[config.mk]
export PLATFORM = sky130hd
export DESIGN_NAME = ysyx_25020047_exec_ctrl
export DESIGN_NICKNAME = d
export VERILOG_FILES = /design/src/rtl/ysyx_25020047_exec_ctrl_pkg.sv /design/src/rtl/ysyx_25020047_exec_ctrl_wdt.sv /design/src/rtl/ysyx_25020047_exec_ctrl.sv
export SDC_FILE = /design/constraint.sdc
export NUM_CORES = 1
export LEC_CHECK = 0
export CORE_MARGIN = 2
export CORE_UTILIZATION = 44
export CTS_CLUSTER_SIZE = 12
export DETAILED_ROUTE_END_ITERATION = 12
export HOLD_SLACK_MARGIN = 0.1
export PLACE_DENSITY = 0.77
export RECOVER_POWER = 100
export SLEW_MARGIN = 40
export SYNTH_ARGS = -nofsm -noshare
export SYNTH_HDL_FRONTEND = slang
export SYNTH_HIERARCHICAL = 1
export SYNTH_SLANG_ARGS = --single-unit
[constraint.sdc]
create_clock -name clk -period 2.7 [get_ports clk]
set_input_delay 0.54 -clock clk [delete_from_list [all_inputs] [get_ports clk]]
set_output_delay 0.54 -clock clk [all_outputs]
set_load 0.05 [all_outputs]
[src/rtl/ysyx_25020047_exec_ctrl_pkg.sv]
// Shared types and constants for the NPC multi-cycle execution sequencer.
package ysyx_25020047_exec_ctrl_pkg;

  localparam int unsigned STATE_W   = 3;
  localparam int unsigned INST_W    = 32;
  localparam int unsigned CNT_W_DEF = 32;

  localparam logic [INST_W-1:0] INST_EBREAK = 32'h4;

  typedef enum logic [STATE_W-1:0] {
    ST_RESET = 3'd0,
    ST_FETCH = 3'd1,
    ST_EXEC  = 3'd2,
    ST_MEM   = 3'd3,
    ST_WB    = 3'd4,
    ST_HALT  = 3'd5,
    ST_ABORT = 3'd6
  } state_t;

  // True when exactly one bit of the instruction class is set.
  function automatic logic is_onehot(input logic [INST_W-1:0] v);
    return (v != '0) && ((v & (v - INST_W'(1))) == '0);
  endfunction

endpackage

[src/rtl/ysyx_25020047_exec_ctrl_wdt.sv]
// Wait-cycle watchdog: counts cycles spent waiting for a response, flags the last allowed one.
module ysyx_25020047_exec_ctrl_wdt #(
  parameter int unsigned LIMIT = 256
) (
  input  logic clk,
  input  logic rst,
  input  logic clr,
  input  logic en,
  output logic expired_c
);

  localparam int unsigned W = $clog2(LIMIT + 1);

  logic [W-1:0] cnt_q;

  // Expired on the LIMIT-th waiting cycle so the FSM leaves exactly then.
  assign expired_c = (cnt_q == W'(LIMIT - 1));

  always_ff @(posedge clk) begin
    if (rst || clr) begin
      cnt_q <= '0;
    end else if (en && !expired_c) begin
      cnt_q <= cnt_q + W'(1);
    end
  end

endmodule

[src/rtl/ysyx_25020047_exec_ctrl.sv]
// Multi-cycle sequencer: fetch -> exec -> mem -> writeback around the EXU, with halt/abort and perf counters.
module ysyx_25020047_exec_ctrl
  import ysyx_25020047_exec_ctrl_pkg::*;
#(
  parameter int unsigned TIMEOUT = 256,
  parameter int unsigned CNT_W   = CNT_W_DEF
) (
  input  logic               clk,
  input  logic               rst,
  input  logic [INST_W-1:0]  inst_type,
  input  logic               exu_reg_wen,
  input  logic               exu_read,
  input  logic               exu_write,
  output logic               ifu_req,
  input  logic               ifu_rvalid,
  output logic               lsu_req,
  output logic               lsu_wen,
  input  logic               lsu_rvalid,
  output logic               rf_wen,
  output logic               pc_wen,
  output logic               halt,
  output logic               abort,
  output logic [STATE_W-1:0] state,
  output logic [CNT_W-1:0]   cycle_cnt,
  output logic [CNT_W-1:0]   instret_cnt
);

  state_t state_q, state_d;
  logic   reg_wen_q, reg_wen_d;
  logic   lsu_wen_d;
  logic   waiting_c;
  logic   wdt_expired_c;

  assign state     = state_q;
  assign waiting_c = (state_q == ST_FETCH) || (state_q == ST_MEM);

  ysyx_25020047_exec_ctrl_wdt #(
    .LIMIT (TIMEOUT)
  ) u_wdt (
    .clk       (clk),
    .rst       (rst),
    .clr       (!waiting_c),
    .en        (waiting_c),
    .expired_c (wdt_expired_c)
  );

  // Next-state and latched EXU decisions.
  always_comb begin
    state_d   = state_q;
    reg_wen_d = reg_wen_q;
    lsu_wen_d = lsu_wen;
    unique case (state_q)
      ST_RESET: state_d = ST_FETCH;
      ST_FETCH: begin
        if (ifu_rvalid)         state_d = ST_EXEC;
        else if (wdt_expired_c) state_d = ST_ABORT;
      end
      ST_EXEC: begin
        reg_wen_d = exu_reg_wen;
        if (!is_onehot(inst_type))       state_d = ST_ABORT;
        else if (inst_type == INST_EBREAK) state_d = ST_HALT;
        else if (exu_read && exu_write)  state_d = ST_ABORT;
        else if (exu_read || exu_write) begin
          state_d   = ST_MEM;
          lsu_wen_d = exu_write;
        end else begin
          state_d = ST_WB;
        end
      end
      ST_MEM: begin
        if (lsu_rvalid)         state_d = ST_WB;
        else if (wdt_expired_c) state_d = ST_ABORT;
      end
      ST_WB:    state_d = ST_FETCH;
      ST_HALT:  state_d = ST_HALT;
      ST_ABORT: state_d = ST_ABORT;
      default:  state_d = ST_ABORT;
    endcase
  end

  // State, outputs registered from the next state, and counters.
  always_ff @(posedge clk) begin
    if (rst) begin
      state_q     <= ST_RESET;
      reg_wen_q   <= 1'b0;
      lsu_wen     <= 1'b0;
      ifu_req     <= 1'b0;
      lsu_req     <= 1'b0;
      rf_wen      <= 1'b0;
      pc_wen      <= 1'b0;
      halt        <= 1'b0;
      abort       <= 1'b0;
      cycle_cnt   <= '0;
      instret_cnt <= '0;
    end else begin
      state_q   <= state_d;
      reg_wen_q <= reg_wen_d;
      lsu_wen   <= lsu_wen_d;
      ifu_req   <= (state_d == ST_FETCH);
      lsu_req   <= (state_d == ST_MEM);
      rf_wen    <= (state_d == ST_WB) && reg_wen_d;
      pc_wen    <= (state_d == ST_WB);
      halt      <= (state_d == ST_HALT);
      abort     <= (state_d == ST_ABORT);
      if ((state_q != ST_HALT) && (state_q != ST_ABORT)) begin
        cycle_cnt <= cycle_cnt + CNT_W'(1);
      end
      if (state_q == ST_WB) begin
        instret_cnt <= instret_cnt + CNT_W'(1);
      end
    end
  end

endmodule

## Word-level counts from Yosys, hierarchy flattened

Index checks and enable logic that the tools add are counted.

- Add/subtract/negate cells: 4
- Equal/unequal tests: 14
- Muxes and demuxes: 9
- Bitwise gates (word level): 3
- Reductions and logical operators: 15

Operator list:

| operator | number |
|---|---|
| $add A32 B1 Y32 const B | 2 |
| $and A32 B32 Y32 | 1 |
| $eq A32 B3 Y1 const B | 1 |
| $logic_not A32 Y1 | 1 |
| $reduce_bool A32 Y1 | 1 |
| $sub A32 B1 Y32 const B | 1 |
| $mux W3 | 7 |
| $eq A3 B3 Y1 const B | 5 |
| $pmux W3 S5 | 1 |
| $add A9 B1 Y9 const B | 1 |
| $eq A3 B2 Y1 const B | 3 |
| $eq A9 B8 Y1 const B | 1 |
| $eq A3 B1 Y1 const B | 2 |
| $ne A3 B3 Y1 const B | 2 |
| $logic_and A1 B1 Y1 | 5 |
| $reduce_and A5 Y1 | 1 |
| $logic_not A3 Y1 | 1 |
| $logic_or A1 B1 Y1 | 3 |
| $logic_not A1 Y1 | 2 |
| $not A1 Y1 | 2 |
| $reduce_or A2 Y1 | 1 |
| $mux W1 | 1 |

- Register bits after elaboration: 84
- Bits of input ports: 39
- Output and inout port bits: 74
- Word-level logic and storage cells: 57

## Depth between registers and ports, before layout

Gate-level depths: netlist of run 1.

- Depth after elaboration: 8
- Depth in mapped cells: 10
- Mapped depth without buffers: 10

## By module

The synthesis of run 1 kept the hierarchy.

Modules (own cells, without submodules):

| module | times used | cells an instance | area an instance (um2) | seq. area each (um2) |
|---|---|---|---|---|
| ysyx_25020047_exec_ctrl | 1 | 459 | 3892.5 | 1501.4 |
| ysyx_25020047_exec_ctrl_wdt | 1 | 47 | 416.6 | 180.2 |

## Worst setup path before layout of run 1

Ideal clock, no wire load.

- Path type: register to register
- From: reg state_q[0], in the netlist state[0]
- To: reg cycle_cnt[31]
- Library setup time: 71 ps
- Data arrival time: 2648 ps
- Data required time: 2629 ps
- Setup slack: -19 ps
- Stages on the path, launching flop included: 11
- Path buffers: 2
- Period minus slack after synthesis: 2719 ps
- Cell sequence: dfxtp_1 xnor2_1 nand2b_1 and4_1 clkbuf_1 nor3b_2 and2_0 buf_2 nand3_1 or3_1 a21oi_1

- Longest elaborated chain between the ends: 2

RTL lines:

| what | line | text |
|---|---|---|
| start: declaration | ysyx_25020047_exec_ctrl.sv:28 | `state_t state_q, state_d;` |
| start signal: assignment | ysyx_25020047_exec_ctrl.sv:96 | `state_q <= state_d;` |
| $ne A3 B3 Y1 | ysyx_25020047_exec_ctrl.sv:105 | `if ((state_q != ST_HALT) && (state_q != ST_ABORT)) begin` |
| $logic_and A1 B1 Y1 (*) | ysyx_25020047_exec_ctrl.sv:105 |  |
| end signal: assignment | ysyx_25020047_exec_ctrl.sv:106 | `cycle_cnt <= cycle_cnt + CNT_W'(1);` |
| end: declaration | ysyx_25020047_exec_ctrl.sv:24 | `output logic [CNT_W-1:0] cycle_cnt,` |

Every way passes the cells marked *; elsewhere a longest branch is shown, timed or not.
A chain may end at the register's enable or synchronous reset.

## Worst setup path in the final report of run 1

- From: in inst_type[18]
- To: reg abort

- Longest elaborated chain between the ends: 7

RTL lines:

| what | line | text |
|---|---|---|
| start: declaration | ysyx_25020047_exec_ctrl.sv:10 | `input logic [INST_W-1:0] inst_type,` |
| $sub A32 B1 Y32 | ysyx_25020047_exec_ctrl_pkg.sv:22 | `return (v != '0) && ((v & (v - INST_W'(1))) == '0);` |
| $and A32 B32 Y32 | ysyx_25020047_exec_ctrl_pkg.sv:22 |  |
| $logic_not A32 Y1 | ysyx_25020047_exec_ctrl_pkg.sv:22 |  |
| $logic_and A1 B1 Y1 | ysyx_25020047_exec_ctrl_pkg.sv:22 |  |
| $mux W3 (*) | ysyx_25020047_exec_ctrl.sv:60 | `if (!is_onehot(inst_type)) state_d = ST_ABORT;` |
| $pmux W3 S5 (*) | ysyx_25020047_exec_ctrl.sv:52 | `unique case (state_q)` |
| $eq A3 B3 Y1 (*) | ysyx_25020047_exec_ctrl.sv:104 | `abort <= (state_d == ST_ABORT);` |
| end signal: assignment | ysyx_25020047_exec_ctrl.sv:104 |  |
| end: declaration | ysyx_25020047_exec_ctrl.sv:22 | `output logic abort,` |

Marks and branches as above.

==> results.md, run 1 <==
* Status: complete, no violations
* I/O Buffers at 112
* Die ar. at 10600 sq um
* Root buf cell: clkbuf_8
* Post-synth EDFFs at 0
* Leakage at 2.73 nW
* Part of the cycle the worst path needs at 98.7%
* Final Slew Violations at 0
* Largest net degree at the start of global routing at 39
* Worst Path Buf+Inv at 2
* Initial core utilization at about 45%
* Crit path arrival time at 2.91 ns
* Detailed placer's ending HPWL at 8650 um
* Synth unique cells at 63
* Grt ovf at 0
* Final net count at about 740
* Slew at the pin closest to its max-slew limit at 0.576 ns
* Post-Synthesis Cells at about 510
* IR drop worst, VDD at 0.000303 V
* CP max-delay cell: or4_4
* Fin. Hold Viols at 0
* Die Y at 103 um
* Core ar. at about 9600 sq um
* CP startpoint kind: input port
* Ports at 113
* Vias post-DR at 4333
* Initial DRC Count at 110
* CTS hold repair buffers at 0
* Vias in the first global route at 4038
* P per Cell Area at 401 nW/um^2
* Crit Path Class: in -> reg
* Final worst slack at 0.0352 ns
* Worst skew pair latency at roughly 0.35 ns
* Final total power at roughly 2.6 mW
* Worst-path fanout max at 3
* Number of synthesized register bits at 84
* Drc violations at 0
* CP top delay family: simple AND/OR/NAND/NOR gates
* N_diodes at 0
* Layout area overhead at 51.2%
* Vias per Instance at around 5.2
* Max clock buf depth at 2
* Routed Antenna Nets at 0
* CP dominant cell by count: nor4_4
* FP Rows at 36
* CP cell instances: dlygate4sd2_1 -> nor4_4 -> buf_4 -> nand3_2 -> or4_4 -> nor4_4 -> nor2_1 -> and4_1 -> a32oi_2 -> nor4bb_2
* Aggregate routed wire length at 11500 um
* Global-route wire length before repair at about 18000 um
* Placer Congestion at 0.901
* Yosys warning count at 6
* Register area share after synthesis at between 30% and 40%
* Pre-CTS setup slack at -0.585 ns
* Layout cells sized above 1 at 19.3%
* Ys async rst share at 0%
* GR Util All Layers at ~21%
* Final Setup Violations at 0
* Most used DFF post-synth: dfxtp_1
* Drt pass-1 iters at 4
* Worst setup EP type: flop
* Sinks on Clock Net at 84
* CTS buffer count at 9
* CTS tree: built
* Routed WL per cell at 13.8 um
* Initial antenna violation count at 0
* Chip width at 103 um
* Worst min-delay path class: reg -> reg
* Slew headroom at 61.5%
* Clk pin slew, worst setup/hold paths at 0.08 ns
* Synthesized Nets at 552
* Min Clock Period, post-route at 2.66 ns
* Critical Path RT at 2.95 ns
* Clk_skew at ~0.015 ns
* H-tree levels at 3
* Avg Inst Size Synth at ~8.5 sq um
* Max_cap viols at 0
* Fmax at about 380 MHz
* Slowest stage delay, CP at 0.46 ns
* Post-synth design cell area at about 4300 sq um
==> worst min-delay path, stage by stage (launching register included) <==
cell     delay [ns]
dfxtp_1        0.31
nand2_1        0.05
a21oi_1        0.06
==> final cells by class <==
| cell class | count | area (sq um) |
|---|---|---|
| fillers | 810 | 3120 |
| inverters | 14 | 52.6 |
| well taps | 133 | 166 |
| multi-input cells | 396 | 2720 |
| clock buffers | 10 | 138 |
| flip-flops and latches | 84 | 1680 |
| repair buffers | 188 | 1680 |
| clock inverters | 6 | 72.6 |
==> per-layer routing <==
| metal | vias to the layer above | routed length, um | track usage [%] |
|---|---|---|---|
| li1 | 2169 | - | - |
| met1 | 2045 | 4880 | 24.0 |
| met2 | 105 | 5990 | 39.2 |
| met3 | 14 | 482 | 3.25 |
| met4 | 0 | 161 | 6.38 |
| met5 | - | 0 | 0 |
==> sequential cells by signal (all words and copies together) (netlist names) <==
name and cells:
abort 1, cycle_cnt 32, halt 1, ifu_req 1
instret_cnt 32, lsu_req 1, lsu_wen 1, pc_wen 1
reg_wen_q 1, rf_wen 1, state 3, u_wdt/cnt_q 9
==> Yosys cell counts, drive strengths merged, types with 2 or more instances <==
| cell type | count | area, sq um |
|---|---|---|
| o21ai | 29 | 145 |
| maj3 | 2 | 20.0 |
| buf | 2 | 8.75 |
| xnor2 | 20 | 175 |
| nor3 | 10 | 61.3 |
| nand4b | 2 | 17.5 |
| ha | 7 | 87.6 |
| o32ai | 2 | 25.0 |
| nand3 | 25 | 130 |
| a21oi | 23 | 119 |
| nor4 | 12 | 150 |
| or3 | 19 | 121 |
| nor2 | 84 | 315 |
| nand3b | 2 | 27.5 |
| mux2i | 4 | 40.0 |
| o21a | 2 | 15.0 |
| a31oi | 2 | 12.5 |
| clkbuf | 10 | 37.5 |
| or2 | 4 | 25.0 |
| nand4 | 17 | 113 |
| nor2b | 7 | 43.8 |
| o2111ai | 2 | 17.5 |
| xor2 | 34 | 298 |
| inv | 14 | 52.6 |
| and2 | 8 | 50.1 |
| nand2b | 3 | 18.8 |
| dfxtp | 84 | 1680 |
| nand2 | 34 | 128 |
| and3 | 8 | 50.1 |
| o211ai | 2 | 20.0 |
| or4 | 3 | 30.0 |
| o31ai | 4 | 35.0 |
| and4 | 8 | 70.1 |
==> final timing paths <==
path | cells past startpoint | slack, ns | end | from
setup / recovery | 10 | 0.04 | abort | inst_type[18]
hold / removal | 2 | 0.46 | reg_wen_q | reg_wen_q
setup reg to reg | 8 | 0.33 | cycle_cnt[31] | state[0]
hold reg to reg | 2 | 0.46 | reg_wen_q | reg_wen_q
==> stage by stage <==
step           hold WS [ns]  util (%)  cells  instance area [sq um]  TNS (ns)
2_1_floorplan         0.434         -    506                   4310         0
3_3_place_gp          0.445      62.1    798                   5990     -3.52
3_5_place_dp          0.454      62.1    798                   5990     -4.53
4_1_cts               0.467      65.3    819                   6290         0
5_1_grt               0.503      67.6    831                   6520   -0.0584
6_report              0.463      67.6    831                   6520         0
==> placed cells by master, fill, tap and decap left out, drive strengths merged, types with 20 or more instances in the layout <==
master        n
clkbuf       20
xnor2        20
o21ai        29
nor2         84
dlygate4sd3  74
xor2         34
dfxtp        84
nand2        34
nand3        25
a21oi        23
buf          69
==> cells by family (layout without fill, tap and decap cells) <==
family | after synthesis | count (layout) | share of synthesized area (%)
buf+inv | 26 | 218 | 2.29
simple gates | 251 | 251 | 32.7
flops | 84 | 84 | 39.0
xor+xnor | 54 | 54 | 11.0
compound gates | 78 | 78 | 11.6
mux | 4 | 4 | 0.929
fa+ha+maj | 9 | 9 | 2.50
==> timing repair <==
item / CTS / global route
pin swaps: 17 / 27
hold endpoints to repair: 0 / 0
endpoints found under the setup margin: 8 / 9
gates resized for setup: 22 / 47
buffers inserted: 5 / 12
==> report_power, final <==
group,internal (mW),switching [mW],total [mW]
Sequential,1.26,0.0192,1.28
Combinational,0.184,0.228,0.412
Clock,0.462,0.460,0.923
(Power assumes the default switching activity.)
==> inputs of run 2 (changes only) <==
--- a/config.mk
+++ b/config.mk
@@ -5,12 +5,14 @@
 export SDC_FILE = /design/constraint.sdc
 export NUM_CORES = 1
 export LEC_CHECK = 0
+export CELL_PAD_IN_SITES_DETAIL_PLACEMENT = 2
+export CELL_PAD_IN_SITES_GLOBAL_PLACEMENT = 2
 export CORE_MARGIN = 2
-export CORE_UTILIZATION = 44
+export CORE_UTILIZATION = 26
 export CTS_CLUSTER_SIZE = 12
 export DETAILED_ROUTE_END_ITERATION = 12
 export HOLD_SLACK_MARGIN = 0.1
-export PLACE_DENSITY = 0.77
+export PLACE_DENSITY = 0.78
 export RECOVER_POWER = 100
 export SLEW_MARGIN = 40
 export SYNTH_ARGS = -nofsm -noshare
==> run 2 against run 1 <==
  * Global-route usage shrank 3.0 points
  * Via count grew 3.9%
  * Sequential power is essentially flat
  * Clock skew shrank 0.0057 ns
  * First-iteration DRC count grew 27%
  * Wire length grew 39%
  * Final area grew 2.8%
  * Utilization shrank 27 points
  * Die area grew 66%
  * Non-clock buffer count shrank 1
  * Sequential share of layout area shrank 0.70 points
  * Critical endpoint is now halt
  * Largest cell class unchanged
==> results.md, run 2 (synthesis results as in run 1) <==
* Largest regs: cycle_cnt x32, instret_cnt x32, u_wdt/cnt_q x9
* Max clock buf depth at 2 (unchanged)
* Commonest cells after routing, fill and taps aside: dfxtp_1 (84), nor2_1 (80), dlygate4sd3_1 (74), buf_4 (63)
* CTS hold repair buffers at 0 (unchanged)
* Clk_skew at 0.00946 ns (-0.00575 ns)
* Initial DRC Count at 140 (+27%)
* Drt pass-1 iters at 4 (unchanged)
* Comb power frac at 14.6% (-1.2 points)
* Vias in the first global route at 4941 (+22%)
* Worst hold slack at 0.499 ns (+0.0367 ns)
* CTS tree: built
* Vias post-DR at 4504 (+3.9%)
* Aggregate routed wire length at 16000 um (+39%)
* CP startpoint kind: input port
* Final total power at 2.89 mW (+11%)
* NetSw at 0.761 mW (+7.5%)
* Die Y at 133 um (+29%)
* Initial core utilization at 26.3% (-18 points)
* Detailed placer's ending HPWL at 11700 um (+35%)
* Vias per Instance at 4.92 (-5.7%)
* Status: complete, no violations
* Largest net degree at the start of global routing at 57 (+46%)
* Worst-path fanout max at 6 (+3)
* Crit Path Class: in -> reg
* Routed Antenna Nets at 0 (unchanged)
* Pre-CTS setup slack at -0.614 ns (-0.0292 ns)
* Final worst slack at 0.0340 ns (-0.00123 ns)
* Setup_tns at 0 ns (unchanged)
* Initial antenna violation count at 0 (unchanged)
* Drc violations at 0 (unchanged)
* Final Slew Violations at 0 (unchanged)
* Clk pin slew, worst setup/hold paths at 0.06 ns (-0.02 ns)
* CP cell instances: dlygate4sd2_1 -> nor4_4 -> buf_4 -> nand4_1 -> buf_6 -> o31ai_2 -> nand2_1 -> nor4_4 -> buf_4 -> a31oi_4 -> nor2_1 -> and2_1
* Root buf cell: clkbuf_16
* Final Setup Violations at 0 (unchanged)
* Final net count at 738 (-0.14%)
* CP Launch Point: inst_type[22]
* Slowest stage delay, CP at 0.41 ns (-0.05 ns)
* R2r startpoint: state[0]
* Ports at 113 (unchanged)
* CP max-delay cell: nor4_4
* Part of the cycle the worst path needs at 98.7% (about the same)
* Chip width at 133 um (+29%)
* Worst skew pair latency at 0.34 ns (about the same)
* Layout area overhead at 55.5%
* Grt ovf at 0 (unchanged)
* Critical Path RT at 2.98 ns (+0.03 ns)
* FP Rows at 47 (+31%)
* Sw frac at 26.3% (-0.79 points)
* N_diodes at 0 (unchanged)
* Worst min-delay path class: reg -> reg
* Power Internal at 2.13 mW (+12%)
* Min Clock Period, post-route at 2.67 ns (+0.00123 ns)
* Routed WL per cell at 17.5 um (+26%)
* Sinks on Clock Net at 84 (unchanged)
* I/O Buffers at 112 (unchanged)
* Worst Min Path Start: reg_wen_q
* Global-route wire length before repair at 25400 um (+42%)
* IR drop worst, VDD at 0.000302 V (-0.30%)
* Core ar. at 16400 sq um (+70%)
* CTS buffer count at 9 (unchanged)
* H-tree levels at 3 (unchanged)
* Commonest non-fill, non-tap cell in the layout: dfxtp_1
* Slew headroom at 59.0% (-2.5 points)
* GR Util All Layers at 17.8% (-3.0 points)
* Max_cap viols at 0 (unchanged)
* Placer Congestion at 0.834 (-7.5%)
* Slew at the pin closest to its max-slew limit at 0.613 ns (+0.0372 ns)
* Crit path arrival time at 2.95 ns (+0.04 ns)
* Worst setup EP type: flop
* Layout cells sized above 1 at 19.7% (+0.34 points)
* Leakage at 2.78 nW (+1.9%)
* P per Cell Area at 432 nW/um^2 (+7.8%)
* Fin. Hold Viols at 0 (unchanged)
* Die ar. at 17600 sq um (+66%)
* Fmax at 375 MHz (about the same)
* Flop pwr share at 44.2% (-4.7 points)
* Clock network power share at 41.1% (+5.8 points)
==> run 2: worst max-delay path, delay by kind of cell <==
family	cells	cell delay, ns
buffers and inverters	4	0.84
AND/OR/NAND/NOR	6	1.26
AO/OA/AOI/OAI	2	0.30
==> run 2: final timing paths <==
path                    to  slack [ns]  cells after the start
min reg2reg      reg_wen_q        0.50                      2
max                   halt        0.03                     12
min              reg_wen_q        0.50                      2
max reg2reg  cycle_cnt[31]        0.18                      8
==> run 2: per-layer routing <==
metal	GRT usage (%)	share of wire, %	wire length [um]	up-vias
met1	19.8	40	6480	2218
met3	3.68	3.9	617	25
met5	0	0	0	-
met4	6.33	2.2	346	0
met2	33.5	54	8570	101
li1	-	-	-	2160
==> run 2: stage by stage <==
| step | cell area (sq um) | cells | util (%) |
|---|---|---|---|
| after floorplan | 4310 | 506 | - |
| after global placement | 6100 | 884 | 37.2 |
| after detailed placement | 6100 | 884 | 37.2 |
| after CTS | 6540 | 905 | 39.9 |
| after global routing | 6700 | 916 | 40.8 |
| final | 6700 | 916 | 40.8 |
==> run 2: power by group through the flow <==
stage | registers (mW) | logic, mW | clock network (mW)
floorplan | 1.36 | 0.134 | 0
CTS | 1.28 | 0.409 | 1.23
global placement | 1.31 | 0.375 | 0
finish | 1.28 | 0.423 | 1.19
detailed placement | 1.31 | 0.394 | 0
global route | 1.28 | 0.455 | 1.30
==> run 2: repair_timing <==
action	CTS	global route
resized for setup	42	45
hold endpoints to repair	0	0
setup buffers	6	11
endpoints found under the setup margin	10	10
pin swaps	17	21
==> run 2: layout make-up <==
cell class / count / area (sq um)
multi-input combinational: 396 / 2710
clock buffer: 12 / 267
clock inverter: 3 / 18.8
sequential: 84 / 1680
fill: 1782 / 9710
tap: 220 / 275
timing repair buffer: 187 / 1690
inverter: 14 / 52.6
